==> src/rtl/pipe_ctrl_pkg.sv <==
// rtl/pipe_ctrl_pkg.sv - shared pipeline-control types and constants
package pipe_ctrl_pkg;

  typedef enum logic {
    RUN    = 1'b0,
    FREEZE = 1'b1
  } state_t;

  localparam logic [4:0] REG_ZERO = 5'd0;

  // True when rd is a real (non-zero) register read by either ID source.
  function automatic logic reg_hit(input logic [4:0] rd, input logic [4:0] rs,
                                   input logic [4:0] rt);
    return (rd != REG_ZERO) && ((rd == rs) || (rd == rt));
  endfunction

endpackage

==> src/rtl/hazard_ctrl_if.sv <==
// rtl/hazard_ctrl_if.sv - pipeline-side signals of the hazard controller
interface hazard_ctrl_if;
  logic [4:0] ID_rs;
  logic [4:0] ID_rt;
  logic       ID_Branch;
  logic       ID_BranchTaken;
  logic       EX_MemRead;
  logic       EX_RegWrite;
  logic [4:0] EX_rd;
  logic       MEM_MemRead;
  logic [4:0] MEM_rd;
  logic       MEM_Access;
  logic       dmem_ready;
  logic       PC_Write;
  logic       IF_ID_Write;
  logic       ID_Flush;
  logic       ID_EX_Bubble;
  logic       EX_MEM_Write;
  logic       MEM_WB_Write;

  modport master (
    output ID_rs, ID_rt, ID_Branch, ID_BranchTaken, EX_MemRead, EX_RegWrite,
           EX_rd, MEM_MemRead, MEM_rd, MEM_Access, dmem_ready,
    input  PC_Write, IF_ID_Write, ID_Flush, ID_EX_Bubble, EX_MEM_Write,
           MEM_WB_Write
  );

  modport slave (
    input  ID_rs, ID_rt, ID_Branch, ID_BranchTaken, EX_MemRead, EX_RegWrite,
           EX_rd, MEM_MemRead, MEM_rd, MEM_Access, dmem_ready,
    output PC_Write, IF_ID_Write, ID_Flush, ID_EX_Bubble, EX_MEM_Write,
           MEM_WB_Write
  );
endinterface

==> src/rtl/hazard_detect.sv <==
// rtl/hazard_detect.sv - combinational load-use and branch-operand hazard detection
module hazard_detect
  import pipe_ctrl_pkg::*;
(
  input  logic [4:0] id_rs,
  input  logic [4:0] id_rt,
  input  logic       id_branch,
  input  logic       ex_mem_read,
  input  logic       ex_reg_write,
  input  logic [4:0] ex_rd,
  input  logic       mem_mem_read,
  input  logic [4:0] mem_rd,
  output logic       lu_haz,
  output logic       br_haz,
  output logic       stall
);

  logic ex_hit;
  logic mem_hit;

  assign ex_hit  = reg_hit(ex_rd, id_rs, id_rt);
  assign mem_hit = reg_hit(mem_rd, id_rs, id_rt);

  assign lu_haz = ex_mem_read & ex_hit;
  // Branches resolve in ID, so they also wait on an EX ALU result or a MEM load.
  assign br_haz = id_branch & ((ex_reg_write & ex_hit) | (mem_mem_read & mem_hit));
  assign stall  = lu_haz | br_haz;

endmodule

==> src/rtl/hazard_ctrl.sv <==
// rtl/hazard_ctrl.sv - pipeline stall/flush/freeze control with optional perf counters
// Optional feature macro: HAZARD_PERF_CNT_EN
module hazard_ctrl
  import pipe_ctrl_pkg::*;
#(
  parameter int CNT_W = 32
) (
  input  logic              clk,
  input  logic              rst,
  hazard_ctrl_if.slave      pipe,
  output logic [CNT_W-1:0]  stall_cycles,
  output logic [CNT_W-1:0]  flush_count
);

  state_t state;
  state_t state_next;
  logic   flush_pending;
  logic   flush_pending_next;
  logic   lu_haz;
  logic   br_haz;
  logic   stall;
  logic   freeze;
  logic   taken;
  logic   pc_write;
  logic   if_id_write;
  logic   id_flush;
  logic   id_ex_bubble;
  logic   ex_mem_write;
  logic   mem_wb_write;

  hazard_detect u_detect (
    .id_rs        (pipe.ID_rs),
    .id_rt        (pipe.ID_rt),
    .id_branch    (pipe.ID_Branch),
    .ex_mem_read  (pipe.EX_MemRead),
    .ex_reg_write (pipe.EX_RegWrite),
    .ex_rd        (pipe.EX_rd),
    .mem_mem_read (pipe.MEM_MemRead),
    .mem_rd       (pipe.MEM_rd),
    .lu_haz       (lu_haz),
    .br_haz       (br_haz),
    .stall        (stall)
  );

  // The cycle dmem_ready rises completes the access, so the pipeline advances then.
  assign freeze = ~pipe.dmem_ready & ((state == FREEZE) | pipe.MEM_Access);
  assign taken  = pipe.ID_Branch & pipe.ID_BranchTaken;

  always_ff @(posedge clk) begin
    if (rst) begin
      state         <= RUN;
      flush_pending <= 1'b0;
    end else begin
      state         <= state_next;
      flush_pending <= flush_pending_next;
    end
  end

  always_comb begin
    state_next         = state;
    flush_pending_next = flush_pending;
    pc_write           = 1'b1;
    if_id_write        = 1'b1;
    id_flush           = 1'b0;
    id_ex_bubble       = 1'b0;
    ex_mem_write       = 1'b1;
    mem_wb_write       = 1'b1;

    case (state)
      RUN:     if (pipe.MEM_Access && !pipe.dmem_ready) state_next = FREEZE;
      FREEZE:  if (pipe.dmem_ready) state_next = RUN;
      default: state_next = RUN;
    endcase

    if (rst) begin
      pc_write     = 1'b0;
      if_id_write  = 1'b0;
      id_flush     = 1'b1;
      id_ex_bubble = 1'b1;
      ex_mem_write = 1'b0;
      mem_wb_write = 1'b0;
    end else if (freeze) begin
      pc_write     = 1'b0;
      if_id_write  = 1'b0;
      ex_mem_write = 1'b0;
      mem_wb_write = 1'b0;
      // A taken branch caught by the start of a freeze must still flush afterwards.
      if (state == RUN && taken && !stall) flush_pending_next = 1'b1;
    end else begin
      flush_pending_next = 1'b0;
      if (stall) begin
        pc_write     = 1'b0;
        if_id_write  = 1'b0;
        id_ex_bubble = 1'b1;
      end else if (taken || flush_pending) begin
        id_flush = 1'b1;
      end
    end
  end

  assign pipe.PC_Write     = pc_write;
  assign pipe.IF_ID_Write  = if_id_write;
  assign pipe.ID_Flush     = id_flush;
  assign pipe.ID_EX_Bubble = id_ex_bubble;
  assign pipe.EX_MEM_Write = ex_mem_write;
  assign pipe.MEM_WB_Write = mem_wb_write;

`ifdef HAZARD_PERF_CNT_EN
  always_ff @(posedge clk) begin
    if (rst) begin
      stall_cycles <= '0;
      flush_count  <= '0;
    end else begin
      if (stall || freeze) stall_cycles <= stall_cycles + CNT_W'(1);
      if (id_flush)        flush_count  <= flush_count + CNT_W'(1);
    end
  end
`else
  assign stall_cycles = '0;
  assign flush_count  = '0;
`endif

endmodule

==> src/flat_wrapper.sv <==
// flat-port wrapper written by rule: the top's interface ports become plain ports
module hazard_ctrl_flat import pipe_ctrl_pkg::*;
#(
  parameter int CNT_W = 32
)
  (clk, rst, stall_cycles, flush_count, pipe_ID_rs, pipe_ID_rt, pipe_ID_Branch, pipe_ID_BranchTaken, pipe_EX_MemRead, pipe_EX_RegWrite, pipe_EX_rd, pipe_MEM_MemRead, pipe_MEM_rd, pipe_MEM_Access, pipe_dmem_ready, pipe_PC_Write, pipe_IF_ID_Write, pipe_ID_Flush, pipe_ID_EX_Bubble, pipe_EX_MEM_Write, pipe_MEM_WB_Write);
  hazard_ctrl_if pipe_i ();
  input  logic clk;
  input  logic rst;
  output logic [CNT_W-1:0] stall_cycles;
  output logic [CNT_W-1:0] flush_count;
  input wire logic [$bits(pipe_i.ID_rs)-1:0] pipe_ID_rs;
  input wire logic [$bits(pipe_i.ID_rt)-1:0] pipe_ID_rt;
  input wire logic [$bits(pipe_i.ID_Branch)-1:0] pipe_ID_Branch;
  input wire logic [$bits(pipe_i.ID_BranchTaken)-1:0] pipe_ID_BranchTaken;
  input wire logic [$bits(pipe_i.EX_MemRead)-1:0] pipe_EX_MemRead;
  input wire logic [$bits(pipe_i.EX_RegWrite)-1:0] pipe_EX_RegWrite;
  input wire logic [$bits(pipe_i.EX_rd)-1:0] pipe_EX_rd;
  input wire logic [$bits(pipe_i.MEM_MemRead)-1:0] pipe_MEM_MemRead;
  input wire logic [$bits(pipe_i.MEM_rd)-1:0] pipe_MEM_rd;
  input wire logic [$bits(pipe_i.MEM_Access)-1:0] pipe_MEM_Access;
  input wire logic [$bits(pipe_i.dmem_ready)-1:0] pipe_dmem_ready;
  output wire logic [$bits(pipe_i.PC_Write)-1:0] pipe_PC_Write;
  output wire logic [$bits(pipe_i.IF_ID_Write)-1:0] pipe_IF_ID_Write;
  output wire logic [$bits(pipe_i.ID_Flush)-1:0] pipe_ID_Flush;
  output wire logic [$bits(pipe_i.ID_EX_Bubble)-1:0] pipe_ID_EX_Bubble;
  output wire logic [$bits(pipe_i.EX_MEM_Write)-1:0] pipe_EX_MEM_Write;
  output wire logic [$bits(pipe_i.MEM_WB_Write)-1:0] pipe_MEM_WB_Write;
  assign pipe_i.ID_rs = pipe_ID_rs;
  assign pipe_i.ID_rt = pipe_ID_rt;
  assign pipe_i.ID_Branch = pipe_ID_Branch;
  assign pipe_i.ID_BranchTaken = pipe_ID_BranchTaken;
  assign pipe_i.EX_MemRead = pipe_EX_MemRead;
  assign pipe_i.EX_RegWrite = pipe_EX_RegWrite;
  assign pipe_i.EX_rd = pipe_EX_rd;
  assign pipe_i.MEM_MemRead = pipe_MEM_MemRead;
  assign pipe_i.MEM_rd = pipe_MEM_rd;
  assign pipe_i.MEM_Access = pipe_MEM_Access;
  assign pipe_i.dmem_ready = pipe_dmem_ready;
  assign pipe_PC_Write = pipe_i.PC_Write;
  assign pipe_IF_ID_Write = pipe_i.IF_ID_Write;
  assign pipe_ID_Flush = pipe_i.ID_Flush;
  assign pipe_ID_EX_Bubble = pipe_i.ID_EX_Bubble;
  assign pipe_EX_MEM_Write = pipe_i.EX_MEM_Write;
  assign pipe_MEM_WB_Write = pipe_i.MEM_WB_Write;
  hazard_ctrl #(.CNT_W(CNT_W)) u_core (.clk(clk), .rst(rst), .pipe(pipe_i), .stall_cycles(stall_cycles), .flush_count(flush_count));
endmodule
==> config.mk <==
export PLATFORM = sky130hd
export DESIGN_NAME = hazard_ctrl_flat
export DESIGN_NICKNAME = d
export VERILOG_FILES = /design/src/rtl/pipe_ctrl_pkg.sv /design/src/rtl/hazard_ctrl_if.sv /design/src/rtl/hazard_detect.sv /design/src/rtl/hazard_ctrl.sv /design/src/flat_wrapper.sv
export SDC_FILE = /design/constraint.sdc
export NUM_CORES = 1
export LEC_CHECK = 0
export ABC_AREA = 1
export CORE_MARGIN = 2
export CORE_UTILIZATION = 31
export CTS_BUF_LIST = sky130_fd_sc_hd__clkbuf_2 sky130_fd_sc_hd__clkbuf_4 sky130_fd_sc_hd__clkbuf_8
export DETAILED_ROUTE_END_ITERATION = 7
export GPL_TIMING_DRIVEN = 0
export PLACE_DENSITY = 0.84
export SETUP_SLACK_MARGIN = 0.1
export SLEW_MARGIN = 20
export SYNTH_ARGS = -nofsm -noshare
export SYNTH_HDL_FRONTEND = slang
export SYNTH_HIERARCHICAL = 1
export SYNTH_SLANG_ARGS = --single-unit
==> constraint.sdc <==
create_clock -name clk -period 2 [get_ports clk]
set_clock_uncertainty 0.05 [all_clocks]
set_input_delay 0.4 -clock clk [delete_from_list [all_inputs] [get_ports clk]]
set_output_delay 0.4 -clock clk [all_outputs]
set_load 0.01 [all_outputs]
==> results of run 1 <==
power by group through the flow:
| stage | combinational (mW) | clock, mW | sequential, mW |
|---|---|---|---|
| floorplan | 0.220 | 0 | 0.0431 |
| global placement | 0.315 | 0 | 0.0433 |
| detailed placement | 0.319 | 0 | 0.0434 |
| CTS | 0.312 | 0.0960 | 0.0428 |
| global route | 0.384 | 0.0993 | 0.0430 |
| finish | 0.351 | 0.0903 | 0.0429 |
metrics by stage:
step	area (µm²)	worst slack, ns
2_1_floorplan	1240	0.114
3_3_place_gp	1640	-0.910
3_5_place_dp	1640	-0.910
4_1_cts	1620	-0.0814
5_1_grt	1760	-0.128
6_report	1760	-0.0449
layer usage:
metal	part of all wire, %	wire [µm]	global-route usage (%)
met5	0	0	0
met4	0.69	17	3.42
met1	36	874	12.7
met2	54	1330	22.9
met3	9.2	226	2.13
final cells by class:
cell class              instances  area [µm²]  area share [%]
multi-input cells             145         687            39.1
plain buffers                  66         495            28.2
repair buffers                 37         369            21.0
inverters                      23        88.8            5.05
well taps                      44        55.1            3.13
flip-flops and latches          2        40.0            2.28
clock buffers                   3        22.5            1.28
state kept, by name (all words and copies together) (netlist names):
| register | flops |
|---|---|
| u_core/flush_pending | 1 |
| u_core/state | 1 |
critical path, stage by stage:
cell and delay [ns]:
buf_6 0.08, inv_2 0.03, nand2_1 0.05, nand2_1 0.05
nor2_1 0.13, nand3_1 0.11, nand2_2 0.11, nand3_2 0.07
nand2_1 0.07, nand2_1 0.06, nand2_2 0.07, inv_2 0.04
nand2_2 0.06, nor2_2 0.03, buf_4 0.13, buf_6 0.11
repair_timing:
| item | in CTS | in global routing |
|---|---|---|
| gates cloned | 0 | 0 |
| resized for setup | 121 | 46 |
| setup buffers | 2 | 1 |
| endpoints found under the hold margin | 0 | 0 |
| hold buffers | 0 | 0 |
| pin swaps | 23 | 28 |
| endpoints found under the setup margin | 6 | 6 |
final timing paths:
| kind | startpoint | slack, ns | end |
|---|---|---|---|
| worst min-delay path | u_core/flush_pending$_SDFFE_PP0P_ | 0.52 | u_core/flush_pending$_SDFFE_PP0P_ |
| worst min register to register | u_core/flush_pending$_SDFFE_PP0P_ | 0.52 | u_core/flush_pending$_SDFFE_PP0P_ |
| worst max-delay path | pipe_ID_rs[0] | -0.04 | pipe_PC_Write |
| worst max register to register | u_core/state$_SDFF_PP0_ | 1.21 | u_core/flush_pending$_SDFFE_PP0P_ |
cell usage in the layout, fill, tap and decap left out, types with 2 or more instances in the layout:
cell type / count
buf_4: 70
conb_1: 64
nand2_1: 33
nand2_2: 12
inv_2: 11
inv_1: 11
buf_8: 8
buf_6: 8
nor2_1: 8
clkdlybuf4s50_1: 7
buf_2: 7
nand3_1: 7
xor2_1: 5
xnor2_1: 4
clkbuf_4: 3
nor2_2: 3
a21oi_2: 2
nand3_2: 2
dfxtp_1: 2
==> results.md, run 1 <==
- The maximum buffer depth of the clock tree is 2.
- The number of stages on the worst hold path is 4.
- The largest driver fanout on the critical path is 3.
- The vertical die dimension is 61 µm.
- Setup slack on the critical path of the routed design comes to -0.0449 ns.
- The die area is 3720 µm².
- The master cell of the clock root buffer is clkbuf_4.
- The checks that failed: setup timing.
- The final count of pins violating max slew was 0.
- Using the TritonRoute via totals, the vias-per-cell ratio works out to 3.40.
- IR analysis of the VDD net gives a maximum drop of 0.182 mV.
- The worst setup path is of the input pin to primary output kind.
- The final route contains 1088 vias.
- For this run, the top clock speed supported by timing is 0.489 GHz.
- The total track usage is 11.7%.
- Across the run, the number of max-cap violations was 0.
- The number of iterations in the first detailed-routing pass is 4.
- The nature of the critical path startpoint is an input pin.
- The data required time at the worst endpoint is 1.55 ns.
- The CTS tree is built.
- The number of warnings issued by yosys is 6.
- Entering global routing, the biggest net connects 5 pins.
- Setup violations remaining at the end of the flow were counted as 2.
- The cell count of the worst reg-to-reg path is 4.
- The cell area that synthesis handed to floorplanning was 1010 µm².
- The cell count after synthesis came out at 173.
- The sequential fraction of design power is 8.9%.
- Relative to the synthesized area, the layout overhead comes to 74.5%.
- For this design the ratio of total power to cell area is 275 nW/µm².
- The number of antenna violations at the first check in global routing is 0.
- Clock-pin slew was measured on the worst setup and hold paths at 0.03 ns.
- After layout, the worst path uses 102% of the clock period.
- The per-instance average area after synthesis is 5.82 µm².
- Data on the critical path arrives at its endpoint at 1.59 ns.
- In this run the remaining antenna-violating nets after routing total 0.
- The number of I/O pins is 99.
- The congestion estimate from routability-driven global placement came to 0.754.
- The clock network accounts for 18.7% of the total power.
- The number of H-tree levels is 1.
- The smallest clock period supported by the final layout is computed as 2.04 ns.
- The final net count is 307.
- After detailed routing, the total wire length is 2.45 mm.
- Across all hold checks on the routed design, the worst slack comes to 0.522 ns.
- STA classifies the critical path endpoint as a primary output.
- The cell count after placement is 314.
- The quantity of I/O buffers inserted on ports is 34.
- Buffers inserted during clock tree synthesis total 3.
- The later pin in the worst-skew pair is clocked with a latency of 0.22 ns.
- Counting the fill cells in the layout gives 311.
- The number of DRC markers in iteration 0 is 16.
- The half-perimeter wire length of the detailed placement result is 2.10 mm.
- Summed over all nets, the switching power comes to 0.187 mW.
- The via count of the first global-routing pass is 841.
- The number of antenna diodes in the final layout is 0.
- For this configuration, the core starts out at a cell density of 32.7%.
- Of the total power, combinational logic draws 72.5%.
- The final standard cell utilization of the core is 57.1%.
- The first-pass GRT wire length is 3.37 mm.
- The TritonCTS sink count is 2.
- After floorplanning, the core was divided into 20 placement rows.
- The worst min-delay path category is flop to flop.
- The analysis attributes to cell leakage a power of 1.12 nW.
- The design draws 0.484 mW.
- The core footprint is 3080 µm².
- The number of DRC violations after detailed routing is 0.
- Summed over all failing endpoints, the final setup total negative slack is -0.0542 ns.
- The finished layout holds 320 standard cells, fillers aside.
- The flow ran to the end, but the final reports show violations.
- Net switching is 38.6% of the power.
- The average routed wire per standard cell is 7.66 µm.
- The internal power of the cells totals 0.297 mW.
- The post-route netlist has 47.8% of its cells at a drive strength greater than 1.
- The final-report hold violation count was 0.
- Setup repair after global routing could not meet its margin everywhere.
- The die is 61 µm wide.
- For this run the aggregate overflow at the end of global routing stands at 0.
No activity file was read; power rests on OpenSTA's default activity.
==> inputs of run 2 (changes only) <==
--- a/config.mk
+++ b/config.mk
@@ -6,12 +6,15 @@
 export NUM_CORES = 1
 export LEC_CHECK = 0
 export ABC_AREA = 1
+export CAP_MARGIN = 10
 export CORE_MARGIN = 2
 export CORE_UTILIZATION = 31
 export CTS_BUF_LIST = sky130_fd_sc_hd__clkbuf_2 sky130_fd_sc_hd__clkbuf_4 sky130_fd_sc_hd__clkbuf_8
+export CTS_CLUSTER_DIAMETER = 150
 export DETAILED_ROUTE_END_ITERATION = 7
 export GPL_TIMING_DRIVEN = 0
 export PLACE_DENSITY = 0.84
+export REMOVE_ABC_BUFFERS = 1
 export SETUP_SLACK_MARGIN = 0.1
 export SLEW_MARGIN = 20
 export SYNTH_ARGS = -nofsm -noshare
==> run 2 against run 1 <==
- sequential power about the same
- cell area decreased by 34%
- die area unchanged
- core utilization decreased by 19 points
- largest cell class is now multi-input combinational cells
- critical endpoint is now pipe_ID_Flush
- combinational power decreased by 35%
- global-route usage decreased by 2.0 points
- the flow now finishes without violations
- hold slack got worse by 0.029 ns
- clock-buffer cell count unchanged
- non-clock buffer count decreased by 68
- highest routed layer is now met3
- first-iteration DRC count increased to 3.9 times the previous value
- critical path type unchanged
- flip-flop and latch count unchanged
- routed wire length decreased by 18%
==> results.md, run 2 (synthesized netlist as in run 1, its figures left out) <==
- The number of inserted filler cells in the final layout is 351 (was 311).
- The via total after detailed routing is 890 (was 1088).
- The element type at the critical path end is a primary output (unchanged).
- The CTS tree is built (unchanged).
- The clock latency of the later-clocked register in the worst-skew pair was 0.22 ns (about the same).
- The final weighted congestion of routability-driven global placement is 0.791 (was 0.754).
- The nature of the critical path startpoint is an input pin (unchanged).
- The die area was 3720 µm² (unchanged).
- The largest driver fanout on the critical path is 3 (unchanged).
- The final net count is 239 (was 307).
- The power density over the cells is 306 nW/µm² (was 275 nW/µm²).
- The average via count per standard cell came to 3.53 (was 3.40).
- The maximum buffer depth of the clock tree is 2 (unchanged).
- The CTS buffer count is 3 (unchanged).
- The final standard cell utilization of the core is 37.9% (was 57.1%).
- The vertical die dimension is 61 µm (unchanged).
- The number of I/O pins came to 99 (unchanged).
- The data required time at the worst endpoint is 1.55 ns (about the same).
- The fraction of final layout cells with drive strength greater than 1 is 26.4% (was 47.8%).
- The first-pass GRT wire length is 2.75 mm (was 3.37 mm).
- The number of hold buffers added after CTS is 0 (unchanged).
- The worst IR drop on VDD came to 0.131 mV (was 0.182 mV).
- The final period utilization is 98.7% (was 102%).
- The maximum clock frequency is 0.507 GHz (was 0.489 GHz).
- The final setup violation count is 0 (was 2).
- The data arrival at the endpoint of the critical path was 1.52 ns (was 1.59 ns).
- Commonest cells after routing, fill and taps aside: 64 x conb_1, 39 x nand2_1, 14 x inv_1 (was 70 x buf_4, 64 x conb_1, 33 x nand2_1).
- The total track usage is 9.73% (was 11.7%).
- The post-synthesis to final-layout area growth is 15.8% (was 74.5%).
- The number of DRC violations after detailed routing is 0 (unchanged).
- The number of standard-cell rows in the floorplan is 20 (unchanged).
- The via count of the first global-routing pass is 669 (was 841).
- The number of max-cap violations is 0 (unchanged).
- The overall routed net length is 2.01 mm (was 2.45 mm).
- The number of iterations in the first detailed-routing pass is 4 (unchanged).
- The half-perimeter wire length of the detailed placement result is 1.72 mm (was 2.10 mm).
- The core footprint was 3080 µm² (unchanged).
- The number of antenna violations at the first check in global routing is 0 (unchanged).
- The final count of pins violating max slew is 0 (unchanged).
- The worst min-delay path category is flop to flop (unchanged).
- The final-report hold violation count is 0 (unchanged).
- The overall die width is 61 µm (unchanged).
- The clock slew seen by the registers of the worst setup and hold paths is 0.03 ns (about the same).
- The most common cell after layout, fill and taps aside was conb_1 (was buf_4).
- The TritonCTS sink count is 2 (unchanged).
- The post-route antenna net violation count is 0 (unchanged).
- The type of the worst setup path was input pin to primary output (unchanged).
- The average routed wire per standard cell is 7.98 µm (was 7.66 µm).
- Largest registers: u_core/flush_pending (1), u_core/state (1) (unchanged).
- The diode insertion count for antenna repair came to 0 (unchanged).
- The number of DRC markers in iteration 0 came to 62 (was 16).
- The initial core utilization was 32.7% (unchanged).
- The quantity of I/O buffers inserted on ports came to 34 (unchanged).
- The number of H-tree levels is 1 (unchanged).
- The aggregate global routing overflow was 0 (unchanged).
- The time the final worst path needs with I/O delays and setup is 1.97 ns (was 2.04 ns).
- The static leakage is 0.727 nW (was 1.12 nW).
- The master cell of the clock root buffer is clkbuf_4 (unchanged).
- The final hold slack is 0.493 ns (was 0.522 ns).
- Result of the run: completed (was finished with violations).
- The total power draw is 0.357 mW (was 0.484 mW).
- The pin count of the biggest net entering global routing is 5 (unchanged).
- RSZ-0062 raised after global routing: yes (unchanged).
[run 2: cell types whose count changed in the layout (fill, tap and decap cells not counted), sizes merged]
cell	before	now
buf	93	24
dlygate4sd2	1	2
[run 2: metal layers]
metal	GRT usage [%]	share of wire [%]	wire length (µm)	up-vias
li1	-	-	-	453
met1	12.4	38	759	386
met2	16.4	54	1080	51
met3	1.07	8.6	174	0
met4	4.35	0	0	0
met5	0	0	0	-
[run 2: power breakdown]
part	leakage (nW)	switching [mW]	internal [mW]	total, mW
clock network	0.0138	0.0200	0.0659	0.0860
logic	0.697	0.140	0.0882	0.228
registers	0.0163	0.00118	0.0417	0.0429
total	0.727	0.161	0.196	0.357
[run 2: worst max-delay path, stage by stage]
cell	delay, ns
buf_2	0.12
xor2_1	0.14
nor2_1	0.15
nand3_1	0.09
nand2_1	0.06
nand2_1	0.05
nand2_1	0.06
nand2_1	0.06
nand2_2	0.08
inv_2	0.04
nand3_1	0.08
nand2_1	0.04
buf_2	0.13
[run 2: worst paths after layout]
check	to	slack, ns	depth (start not counted)	from
max	pipe_ID_Flush	0.03	13	pipe_MEM_rd[1]
min	u_core/flush_pending$_SDFFE_PP0P_	0.49	4	u_core/flush_pending$_SDFFE_PP0P_
max reg2reg	u_core/flush_pending$_SDFFE_PP0P_	1.23	4	u_core/state$_SDFF_PP0_
min reg2reg	u_core/flush_pending$_SDFFE_PP0P_	0.49	4	u_core/flush_pending$_SDFFE_PP0P_
[run 2: through the flow]
step                cell area (µm²)  worst slack, ns  setup TNS (ns)  cells
floorplan                       748            0.191               0    170
global placement               1140           -0.804           -3.39    248
detailed placement             1140           -0.844           -3.67    248
CTS                            1100         -0.00580        -0.00951    251
global route                   1170          -0.0664          -0.183    252
finish                         1170           0.0259               0    252
[run 2: layout make-up]
cell class / instances / area, µm² / share of cell area, %
timing repair buffer: 35 / 297 / 25.4
sequential: 2 / 40.0 / 3.43
inverter: 23 / 86.3 / 7.40
clock buffer: 3 / 22.5 / 1.93
tap: 44 / 55.1 / 4.72
multi-input combinational: 145 / 666 / 57.1
[run 2: what timing repair did]
item | in CTS | in global routing
buffers inserted | 0 | 1
pin swaps | 22 | 24
setup endpoints to repair | 6 | 6
gates resized for setup | 117 | 26
